$ cat config.mk
export PLATFORM = sky130hd
export DESIGN_NAME = shift_rows_engine_flat
export DESIGN_NICKNAME = d
export VERILOG_FILES = /design/src/rtl/shift_rows_engine_if.sv /design/src/rtl/shift_rows_engine.sv /design/src/flat_wrapper.sv
export SDC_FILE = /design/constraint.sdc
export NUM_CORES = 1
export LEC_CHECK = 0
export CAP_MARGIN = 15
export CORE_MARGIN = 2
export CORE_UTILIZATION = 45
export CTS_BUF_LIST = sky130_fd_sc_hd__clkbuf_8
export CTS_CLUSTER_DIAMETER = 120
export DETAILED_ROUTE_END_ITERATION = 12
export PLACE_DENSITY = 0.85
export RECOVER_POWER = 25
export SYNTH_ARGS = -nofsm -noshare
export SYNTH_HDL_FRONTEND = slang
export SYNTH_SLANG_ARGS = --single-unit
$ cat constraint.sdc
create_clock -name clk -period 15.2 [get_ports clk]
set_input_delay 3.8 -clock clk [delete_from_list [all_inputs] [get_ports clk]]
set_output_delay 3.8 -clock clk [all_outputs]
set_load 0.1 [all_outputs]
$ cat src/rtl/shift_rows_engine_if.sv
// Handshake and data bundle for shift_rows_engine: an input state channel
// (in_valid/in_ready/dec/inp) and an output state channel
// (out_valid/out_ready/outp) plus the completion pulse.
interface shift_rows_engine_if #(
    parameter int NB = 4,
    parameter int BW = 8
);
    logic                       in_valid;
    logic                       in_ready;
    logic                       dec;
    logic [4*NB-1:0][BW-1:0]    inp;
    logic [4*NB-1:0][BW-1:0]    outp;
    logic                       out_valid;
    logic                       out_ready;
    logic                       done;

    // Producer/consumer side: presents states and accepts results.
    modport master (
        output in_valid, dec, inp, out_ready,
        input  in_ready, outp, out_valid, done
    );

    // Engine side.
    modport slave (
        input  in_valid, dec, inp, out_ready,
        output in_ready, outp, out_valid, done
    );
endinterface

$ cat src/rtl/shift_rows_engine.sv
// AES-style (Inv)ShiftRows engine for NB = 4, 6 or 8 columns. A state is
// captured in IDLE, the output register is filled one row per cycle in ROW,
// and the result is held in OUT until the consumer takes it.
module shift_rows_engine #(
    parameter int NB = 4,
    parameter int BW = 8
) (
    input  logic              clk,
    input  logic              resetn,   // synchronous, active-high
    shift_rows_engine_if.slave bus
);

    // Column-major view of the state: [column][row][bit]. Bit layout is the
    // same as the flat [4*NB-1:0][BW-1:0] bus packing (byte k = col*4+row).
    typedef logic [NB-1:0][3:0][BW-1:0] grid_t;

    typedef enum logic [1:0] {
        IDLE = 2'd0,
        ROW  = 2'd1,
        OUT  = 2'd2
    } state_e;

    if (NB != 4 && NB != 6 && NB != 8) begin : g_bad_nb
        $error("shift_rows_engine: NB must be 4, 6 or 8");
    end

    // Row rotation amount; rows 2 and 3 rotate one further at NB=8.
    function automatic int row_shift(input int r);
        if (NB == 8 && r >= 2) begin
            return r + 1;
        end
        return r;
    endfunction

    state_e      state_q, state_d;
    logic [1:0]  rc_q, rc_d;
    grid_t       in_q, in_d;
    logic        dec_q, dec_d;
    grid_t       out_q, out_d;
    logic        done_q, done_d;
    logic        in_ready_c;

    // Every row of the captured state rotated for the captured direction.
    // Source columns are elaboration-time constants, so this is pure wiring
    // plus one 2:1 mux per byte.
    logic [3:0][NB-1:0][BW-1:0] rot_w;

    for (genvar r = 0; r < 4; r++) begin : g_row
        for (genvar c = 0; c < NB; c++) begin : g_col
            localparam int SRC_ENC = (c + row_shift(r)) % NB;
            localparam int SRC_DEC = (c - row_shift(r) + NB) % NB;
            assign rot_w[r][c] = dec_q ? in_q[SRC_DEC][r] : in_q[SRC_ENC][r];
        end
    end

    // Next-state, capture, row write-back and handshake decode.
    always_comb begin
        // NOTE: every signal driven here gets a default first, so no path
        // leaves one unassigned and no latch is inferred.
        state_d    = state_q;
        rc_d       = rc_q;
        in_d       = in_q;
        dec_d      = dec_q;
        out_d      = out_q;
        done_d     = 1'b0;
        in_ready_c = 1'b0;

        unique case (state_q)
            IDLE: begin
                in_ready_c = 1'b1;
                if (bus.in_valid) begin
                    in_d    = bus.inp;
                    dec_d   = bus.dec;
                    rc_d    = 2'd0;
                    state_d = ROW;
                end
            end
            ROW: begin
                for (int c = 0; c < NB; c++) begin
                    out_d[c][rc_q] = rot_w[rc_q][c];
                end
                rc_d = rc_q + 2'd1;
                if (rc_q == 2'd3) begin
                    state_d = OUT;
                end
            end
            OUT: begin
                in_ready_c = bus.out_ready;
                if (bus.out_ready) begin
                    done_d = 1'b1;
                    if (bus.in_valid) begin
                        in_d    = bus.inp;
                        dec_d   = bus.dec;
                        rc_d    = 2'd0;
                        state_d = ROW;
                    end else begin
                        state_d = IDLE;
                    end
                end
            end
            default: begin
                state_d = IDLE;
            end
        endcase
    end

    // Control and result registers with synchronous reset.
    always_ff @(posedge clk) begin
        // NOTE: registers are updated with <= so every flop samples the
        // values from before this edge, independent of statement order.
        if (resetn) begin
            state_q <= IDLE;
            rc_q    <= 2'd0;
            dec_q   <= 1'b0;
            out_q   <= '0;
            done_q  <= 1'b0;
        end else begin
            state_q <= state_d;
            rc_q    <= rc_d;
            dec_q   <= dec_d;
            out_q   <= out_d;
            done_q  <= done_d;
        end
    end

    // Captured input state.
    always_ff @(posedge clk) begin
        // NOTE: pure data capture with no reset; it is always written on
        // acceptance before anything reads it, so a reset would only add
        // fan-out to the reset net.
        in_q <= in_d;
    end

    assign bus.in_ready  = in_ready_c & ~resetn;
    assign bus.out_valid = (state_q == OUT);
    assign bus.outp      = out_q;
    assign bus.done      = done_q;

endmodule

$ cat src/flat_wrapper.sv
// flat-port wrapper written by rule: the top's interface ports become plain ports
module shift_rows_engine_flat 
#(
    parameter int NB = 4,
    parameter int BW = 8
)
  (clk, resetn, bus_in_valid, bus_dec, bus_inp, bus_out_ready, bus_in_ready, bus_outp, bus_out_valid, bus_done);
  shift_rows_engine_if #(.NB(NB), .BW(BW)) bus_i ();
  input  logic clk;
  input  logic resetn;
  input wire logic [$bits(bus_i.in_valid)-1:0] bus_in_valid;
  input wire logic [$bits(bus_i.dec)-1:0] bus_dec;
  input wire logic [$bits(bus_i.inp)-1:0] bus_inp;
  input wire logic [$bits(bus_i.out_ready)-1:0] bus_out_ready;
  output wire logic [$bits(bus_i.in_ready)-1:0] bus_in_ready;
  output wire logic [$bits(bus_i.outp)-1:0] bus_outp;
  output wire logic [$bits(bus_i.out_valid)-1:0] bus_out_valid;
  output wire logic [$bits(bus_i.done)-1:0] bus_done;
  assign bus_i.in_valid = bus_in_valid;
  assign bus_i.dec = bus_dec;
  assign bus_i.inp = bus_inp;
  assign bus_i.out_ready = bus_out_ready;
  assign bus_in_ready = bus_i.in_ready;
  assign bus_outp = bus_i.outp;
  assign bus_out_valid = bus_i.out_valid;
  assign bus_done = bus_i.done;
  shift_rows_engine #(.NB(NB), .BW(BW)) u_core (.clk(clk), .resetn(resetn), .bus(bus_i));
endmodule
==> impl_metrics.toml, run 1 <==
[sta]
hold_violations = 0
timing.fmax_mhz = 89.5
setup_violations = 0
slack_of_the_critical_path_ps = 4020
finClkSkew_ps = 19.8
post-route-min-period_ps = 11180
slew_violations = 76
worst_slew_margin_rel_pct = -117
fin_crit_sh_pct = 73.5
final.setup.tns_ps = 0
worstMarginPinSlew_ps = 3250
hold-worst-slack_ps = 495
rsz0062_at_grt = "no"

[pwr]
peakVddDrop_mv = 0.0744
power_density_mw_per_mm2 = 119
static_power_due_to_leakage_nw = 4.83
p_total_mw = 1.66

[worst_setup_path]
cpMaxStageDelayCell = "clkbuf_1"
worst-endpoint-required_ps = 11400
launching_element_type_of_the_critical_path = "input port"
timing.reg2reg.worst_path_depth = 6
worstPathMaxFanout = 75
critPathKind = "input port to output port"
crit-reg2reg-capture = "u_core.bus.outp[86]$_SDFFE_PP0P_"
cp_num_buf_inv = 2
setup.worst_path.end_class = "output port"
r2r_start = "u_core.rc_q[0]$_SDFFE_PP0P_"
setup.reg_to_reg.worst_slack_ps = 12540
timing.critical_path.max_delay_family = "buffers and inverters"
crit_path_max_incr_delay_ps = 2240
timing.critical_path.arrival_ps = 7380
crit_cells = 3
crit_path_cell_trace = "clkbuf_1 > nor3_1 > clkdlybuf4s50_1"

[detailed_routing]
post_drt_via_cell_ratio = 5.18
final_antenna_violating_net_count = 0
dr.first_iter.drc_count = 376
drt-total-wl_mm = 25.2
wl_met1_mm = 10.2
route.detailed.drc = 0
highest-signal-layer = "met5"
via_count = 6952
met2_wirelength_mm = 12.3
detail_route.wl_per_cell_um = 18.8
dr_wl_met3_mm = 1.46
firstDrtPassIters = 5

[clocking]
clk-insertion-delay-late_ps = 530
cts_repair_resize_count = 0
cts_max_path_buffers = 3
number_of_sinks_driven_by_the_clock_tree = 262
cts_max_level = 2
clockRootBuffer = "clkbuf_8"
cts-buffers-inserted = 43
clk_transition_reported_paths_ps = 60
tritoncts = "built"
post_cts_hold_buffer_count = 0
cts_setup_buffers = 0

[yosys]
synthesis.instances = 769
synthArstFlopShare_pct = 0
synth_xor_area_share_pct = 0
synth_nets = 906
synth.distinct_cells = 25
synth_simple_gate_area_share_pct = 5.65
register_bit_total_from_synthesis = 262
synthesis.area_per_instance_um2 = 13.4
netlist_top_cells_area = "edfxtp_1 37%, dfxtp_1 26%, mux4_2 7.0%"
synth.most_common_cell = "dfxtp_1"
synth_top_cell_by_area = "edfxtp_1"
ys_warn_count = 0
number_of_flops_mapped_to_enable_cells_by_yosys = 128
postSynth.topFlopCell = "dfxtp_1"
synth_top_family_by_area = "multiplexers"
post-synth-top-area-fraction_pct = 37.2
synth_compound_gate_area_share_pct = 12.0
synthTopCellsByCount = "134 x dfxtp_1, 130 x nor2_1, 128 x edfxtp_1"
netlist_area_mm2 = 0.0103
synthAdderAreaFrac_pct = 0.485
synth.yosys.seq_area_share_pct = 63.2
yosys-mux-area-fraction_pct = 13.2

[global_route]
grt_antenna_before_repair = 1
grt_first_pass_wirelength_mm = 37.9
first_global_vias = 7056
global_route.usage.total_pct = 20.5
grt-ovfl-total = 0
grt_start_max_net_pins = 76

[floorplanning]
ioPinCount = 264
die_height_um = 156
fp.coreArea_mm2 = 0.0226
initial_utilization_pct = 45.8
floorplan.die.width_um = 156
floorplan.die_area_mm2 = 0.0242
core.rowCount = 55

[run]
max_cap_viol_count = 1

[cells_and_area]
finish.instance_area_mm2 = 0.0139
final_net_count = 1164
post_layout_nonfiller_instances = 1341
antennaDiodeCount = 0
layout_cells_sized_above_1_pct = 13.9
area_growth_syn_to_layout_pct = 34.6
final_core_util_pct = 61.6

[place]
numPlacedInstances = 1267
post_place_worst_slack_ps = 5570
gpl.final_weighted_congestion = 0.801
hpwl_mm = 17.6
port-buffer-count = 263
placed_area_mm2 = 0.0131

[worst_hold_path]
min_path_type = "flop to flop"
worstHoldEndpoint = "u_core.bus.outp[117]$_SDFFE_PP0P_"
worstHoldPathCells = 2
hp-start = "u_core.bus.outp[117]$_SDFFE_PP0P_"

[status]
run_status = "complete, but fails checks"
failed_checks = "max-capacitance violations, max-slew violations"
-- sequential cells by signal, summed over array words and instances (netlist names) --
name / cells
u_core.bus.done: 1
u_core.bus.outp: 128
u_core.dec_q: 1
u_core.in_q: 128
u_core.rc_q: 2
u_core.state_q: 2
-- logic make-up (layout without fill, tap and decap cells) --
group,Yosys count,count (layout)
flip-flops,262,262
multiplexers,96,96
AO/OA/AOI/OAI,136,136
adder cells (fa/ha/maj),4,4
AND/OR/NAND/NOR,144,144
buffers and inverters,127,414
-- how the worst max path moves through the flow --
stage	end	from
4_1_cts	bus_in_ready	bus_out_ready
2_1_floorplan	u_core.in_q[0]$_DFFE_PP_	bus_in_valid
5_1_grt	bus_in_ready	resetn
6_report	bus_in_ready	resetn
3_3_place_gp	bus_in_ready	bus_out_ready
3_5_place_dp	bus_in_ready	bus_out_ready
-- where the power goes --
part / internal [mW] / switching [mW]
sequential: 0.782 / 0.0248
combinational: 0.0850 / 0.178
clock: 0.323 / 0.265
-- tightest hold or removal path, cell delays in order (launching register included) --
cell and delay (ps):
dfxtp_1 310, nor2_1 90, a211oi_1 50
-- per-layer routing --
metal / vias to the layer above / global-route usage, %
met1: 3296 / 25.0
li1: 3313 / -
met5: - / 0
met2: 262 / 34.5
met3: 79 / 4.46
met4: 2 / 9.83
-- placed cells by master (no fill, tap or decap), types with 5 or more instances in the layout --
master / count
clkbuf_8: 52
buf_4: 9
mux4_2: 32
clkinv_1: 5
nor2_1: 130
clkdlybuf4s50_1: 134
a211oi_1: 85
edfxtp_1: 128
dlygate4sd3_1: 128
inv_1: 83
mux2i_1: 64
a211oi_2: 43
dfxtp_1: 131
-- cell type report --
cell class,count,area (um^2)
well taps,285,357
inverters,68,255
fillers,1729,8670
flip-flops and latches,262,6530
clock inverters,22,110
repair buffers,272,2690
clock buffers,52,716
multi-input cells,380,3240
Power figures use the tool's default switching activity.
==> run 2, diff against run 1 <==
PLACE_DENSITY = 0.88   (was 0.85)
clock period = 9.5 ns   (was 15.2 ns; I/O delays follow)
==> impl_metrics.toml, run 2 (same netlist as run 1, synthesis figures left out) <==
[status]
run_status = "complete, but fails checks"
failed_checks = "max-capacitance violations, max-slew violations"

[clocking]
post_cts_hold_buffer_count = 0
clockRootBuffer = "clkbuf_8"
tritoncts = "built"
number_of_sinks_driven_by_the_clock_tree = 262
cts_repair_resize_count = 0
cts-buffers-inserted = 44
clk_transition_reported_paths_ps = 50
cts_max_path_buffers = 3
clk-insertion-delay-late_ps = 530
cts_setup_buffers = 0
cts_max_level = 2

[sta]
worstMarginPinSlew_ps = 2070
final.setup.tns_ps = 0
slack_of_the_critical_path_ps = 2600
slew_violations = 26
finClkSkew_ps = 20.8
post-route-min-period_ps = 6900
rsz0062_at_grt = "no"
fin_crit_sh_pct = 72.7
setup_violations = 0
worst_slew_margin_rel_pct = -38.1
hold_violations = 0
timing.fmax_mhz = 145
hold-worst-slack_ps = 496

[global_route]
grt_first_pass_wirelength_mm = 40.2
grt_start_max_net_pins = 89
grt_antenna_before_repair = 1
first_global_vias = 7384
grt-ovfl-total = 0
global_route.usage.total_pct = 21.6

[cells_and_area]
antennaDiodeCount = 0
area_growth_syn_to_layout_pct = 35.2
area_taken_by_flip_flops_and_latches_mm2 = 0.00653
most-common-layout-cells = "133 x clkdlybuf4s50_1, 131 x dfxtp_1, 130 x nor2_1"
final_net_count = 1165
num-fill-cells = 1705
finish.instance_area_mm2 = 0.0140
layout_cells_sized_above_1_pct = 14.6
final_core_util_pct = 61.9
mostFrequentLayoutCell = "clkdlybuf4s50_1"
post_layout_nonfiller_instances = 1347
multi_input_area_mm2 = 0.00325

[floorplanning]
floorplan.die.width_um = 156
fp.coreArea_mm2 = 0.0226
ioPinCount = 264
die_height_um = 156
core.rowCount = 55
initial_utilization_pct = 45.8
floorplan.die_area_mm2 = 0.0242

[place]
numPlacedInstances = 1267
post_place_worst_slack_ps = 2750
port-buffer-count = 263
hpwl_mm = 18.4
gpl.final_weighted_congestion = 0.826
placed_area_mm2 = 0.0131

[pwr]
p_total_mw = 2.70
power_density_mw_per_mm2 = 193
static_power_due_to_leakage_nw = 4.86
peakVddDrop_mv = 0.124

[worst_setup_path]
worstPathMaxFanout = 7
cp_num_buf_inv = 2
worst-endpoint-required_ps = 7130
timing.critical_path.max_delay_family = "buffers and inverters"
crit_path_max_incr_delay_ps = 1010
critPathKind = "input port to output port"
timing.critical_path.arrival_ps = 4530
launching_element_type_of_the_critical_path = "input port"
setup.worst_path.end_class = "output port"
cpMaxStageDelayCell = "clkdlybuf4s50_1"
crit_path_cell_trace = "dlygate4sd3_1 > nor2b_1 > nor3_1 > clkdlybuf4s50_1"

[worst_hold_path]
min_path_type = "flop to flop"

[detailed_routing]
detail_route.wl_per_cell_um = 19.5
final_antenna_violating_net_count = 0
dr.first_iter.drc_count = 457
via_count = 7081
post_drt_via_cell_ratio = 5.26
firstDrtPassIters = 7
route.detailed.drc = 0
drt-total-wl_mm = 26.2

[run]
max_cap_viol_count = 1
[run 2: path summary, 6_finish.rpt]
check	slack, ps	from	cells past startpoint	to
min reg2reg	500	u_core.bus.outp[104]$_SDFFE_PP0P_	2	u_core.bus.outp[104]$_SDFFE_PP0P_
max	2600	bus_out_ready	4	bus_in_ready
min	500	u_core.bus.outp[104]$_SDFFE_PP0P_	2	u_core.bus.outp[104]$_SDFFE_PP0P_
max reg2reg	5630	u_core.rc_q[1]$_SDFFE_PP0P_	6	u_core.bus.outp[61]$_SDFFE_PP0P_
[run 2: area by class of cell]
cell class                 instances  share of cell area, %
timing repair buffer             272                   19.3
clock inverter                    29                   1.25
clock buffer                      51                   5.03
sequential                       262                   46.8
multi-input combinational        380                   23.3
tap                              285                   2.55
inverter                          68                   1.83
[run 2: worst reg2reg max path: stages, from the launching register on]
cell and delay, ps:
dfxtp_2 630, clkbuf_1 1530, ha_1 430, and3b_2 190
buf_4 560, nor2_1 160, a211oi_1 260
[run 2: power by group]
group | switching, mW | internal (mW)
logic | 0.292 | 0.136
registers | 0.0367 | 1.25
clock network | 0.437 | 0.544
total | 0.766 | 1.93
[run 2: routing by layer]
layer  GRT usage (%)  vias up  part of all wire (%)
li1                -     3321                     -
met1            27.4     3414                    41
met2            36.3      278                    50
met3            4.26       66                   5.8
met4            9.22        2                   3.7
met5               0        -                 0.050
==> run 3, diff against run 2 <==
PLACE_DENSITY = 0.85   (was 0.88)
clock period = 6.51 ns   (was 9.5 ns; I/O delays follow)
==> impl_metrics.toml, run 3 (same netlist as run 1, synthesis figures left out) <==
[worst_setup_path]
crit_path_cell_trace = "clkbuf_1 > mux2i_1 > mux4_2 > a211oi_1"
timing.reg2reg.worst_path_depth = 4
r2r_start = "u_core.dec_q$_SDFFE_PP0P_"
worst-endpoint-required_ps = 6960
cpMaxStageDelayCell = "clkbuf_1"
timing.critical_path.arrival_ps = 5170
setup.worst_path.start = "u_core.dec_q$_SDFFE_PP0P_"
cp_num_buf_inv = 1
launching_element_type_of_the_critical_path = "flop"
crit_path_max_incr_delay_ps = 2780
cp-endpoint = "u_core.bus.outp[38]$_SDFFE_PP0P_"
setup.reg_to_reg.worst_slack_ps = 1780
timing.critical_path.max_delay_family = "buffers and inverters"
crit_cells = 4
setup.worst_path.end_class = "flop"
crit-reg2reg-capture = "u_core.bus.outp[38]$_SDFFE_PP0P_"
worstPathMaxFanout = 57
critPathKind = "flop to flop"

[global_route]
met2_usage_pct = 34.0
grt_antenna_before_repair = 3
grt_util_met3_pct = 4.90
grt-ovfl-total = 0
grt_start_max_net_pins = 83
grt_most_used_layer = "met2"
met1_usage_grt_pct = 26.3
first_global_vias = 7009
grt_first_pass_wirelength_mm = 38.7
global_route.usage.total_pct = 21.0

[cells_and_area]
most-common-layout-cells = "133 x clkdlybuf4s50_1, 131 x dfxtp_1, 130 x nor2_1"
mostFrequentLayoutCell = "clkdlybuf4s50_1"
multi_input_area_mm2 = 0.00325
post_layout_nonfiller_instances = 1347
final_core_util_pct = 61.8
num-fill-cells = 1711
finish.instance_area_mm2 = 0.0139
area_growth_syn_to_layout_pct = 35.0
layout_cells_sized_above_1_pct = 14.5
area_taken_by_flip_flops_and_latches_mm2 = 0.00653
final_net_count = 1165

[clocking]
cts_max_path_buffers = 3
clk_transition_reported_paths_ps = 60
number_of_sinks_driven_by_the_clock_tree = 262
tritoncts = "built"
clk-insertion-delay-late_ps = 550
cts-buffers-inserted = 44
cts_repair_resize_count = 0
cts_setup_buffers = 0
clockRootBuffer = "clkbuf_8"
cts_max_level = 2
post_cts_hold_buffer_count = 0

[detailed_routing]
drt-total-wl_mm = 25.5
detail_route.wl_per_cell_um = 19.0
post_drt_via_cell_ratio = 5.25
firstDrtPassIters = 5
via_count = 7067
final_antenna_violating_net_count = 0
route.detailed.drc = 0
dr.first_iter.drc_count = 323

[sta]
worst_slew_margin_rel_pct = -163
fin_crit_sh_pct = 72.6
timing.fmax_mhz = 212
hold-worst-slack_ps = 495
hold_violations = 0
setup_violations = 0
final.setup.tns_ps = 0
slew_violations = 58
worstMarginPinSlew_ps = 3950
rsz0062_at_grt = "no"
post-route-min-period_ps = 4730
slack_of_the_critical_path_ps = 1780
finClkSkew_ps = 18.4

[floorplanning]
ioPinCount = 264
floorplan.die_area_mm2 = 0.0242
fp.coreArea_mm2 = 0.0226
die_height_um = 156
core.rowCount = 55
initial_utilization_pct = 45.8
floorplan.die.width_um = 156

[place]
port-buffer-count = 263
hpwl_mm = 18.0
numPlacedInstances = 1267
placed_area_mm2 = 0.0131
post_place_worst_slack_ps = 2020
gpl.final_weighted_congestion = 0.847

[status]
failed_checks = "max-capacitance violations, max-slew violations"
run_status = "complete, but fails checks"

[pwr]
peakVddDrop_mv = 0.173
p_total_mw = 3.90
power_density_mw_per_mm2 = 280
static_power_due_to_leakage_nw = 4.86

[worst_hold_path]
min_path_type = "flop to flop"
worstHoldPathCells = 2

[run]
max_cap_viol_count = 1
## run 3: layout make-up
type	instances	area share, %
Tap cell	285	2.56
Sequential cell	262	46.8
Inverter	68	1.83
Multi-Input combinational cell	380	23.3
Clock buffer	52	5.13
Timing Repair Buffer	272	19.4
Antenna cell	3	0.0538
Clock inverter	25	0.915
## run 3: worst reg2reg max path, cell delays in order (launching register included)
cell,delay [ps]
dfxtp_4,420
clkbuf_1,2780
mux2i_1,510
mux4_2,670
a211oi_1,260
## run 3: worst min path at each step
stage	from	end	slack (ps)
floorplan	u_core.state_q[1]$_SDFFE_PP0P_	u_core.rc_q[1]$_SDFFE_PP0P_	580
global placement	u_core.bus.outp[110]$_SDFFE_PP0P_	u_core.bus.outp[110]$_SDFFE_PP0P_	480
detailed placement	u_core.bus.outp[100]$_SDFFE_PP0P_	u_core.bus.outp[100]$_SDFFE_PP0P_	490
CTS	u_core.bus.outp[100]$_SDFFE_PP0P_	u_core.bus.outp[100]$_SDFFE_PP0P_	500
global route	u_core.bus.outp[100]$_SDFFE_PP0P_	u_core.bus.outp[100]$_SDFFE_PP0P_	510
finish	u_core.bus.outp[75]$_SDFFE_PP0P_	u_core.bus.outp[75]$_SDFFE_PP0P_	500
## run 3: metal layers
metal	vias up	share of wire (%)
met1	3389	40
met2	281	48
met5	-	0
met4	0	4.9
met3	74	7.0
li1	3323	-
## run 3: power breakdown
group | total [mW] | internal, mW | switching, mW
combinational | 0.631 | 0.205 | 0.426
sequential | 1.88 | 1.83 | 0.0491
clock | 1.40 | 0.761 | 0.636
total | 3.90 | 2.79 | 1.11
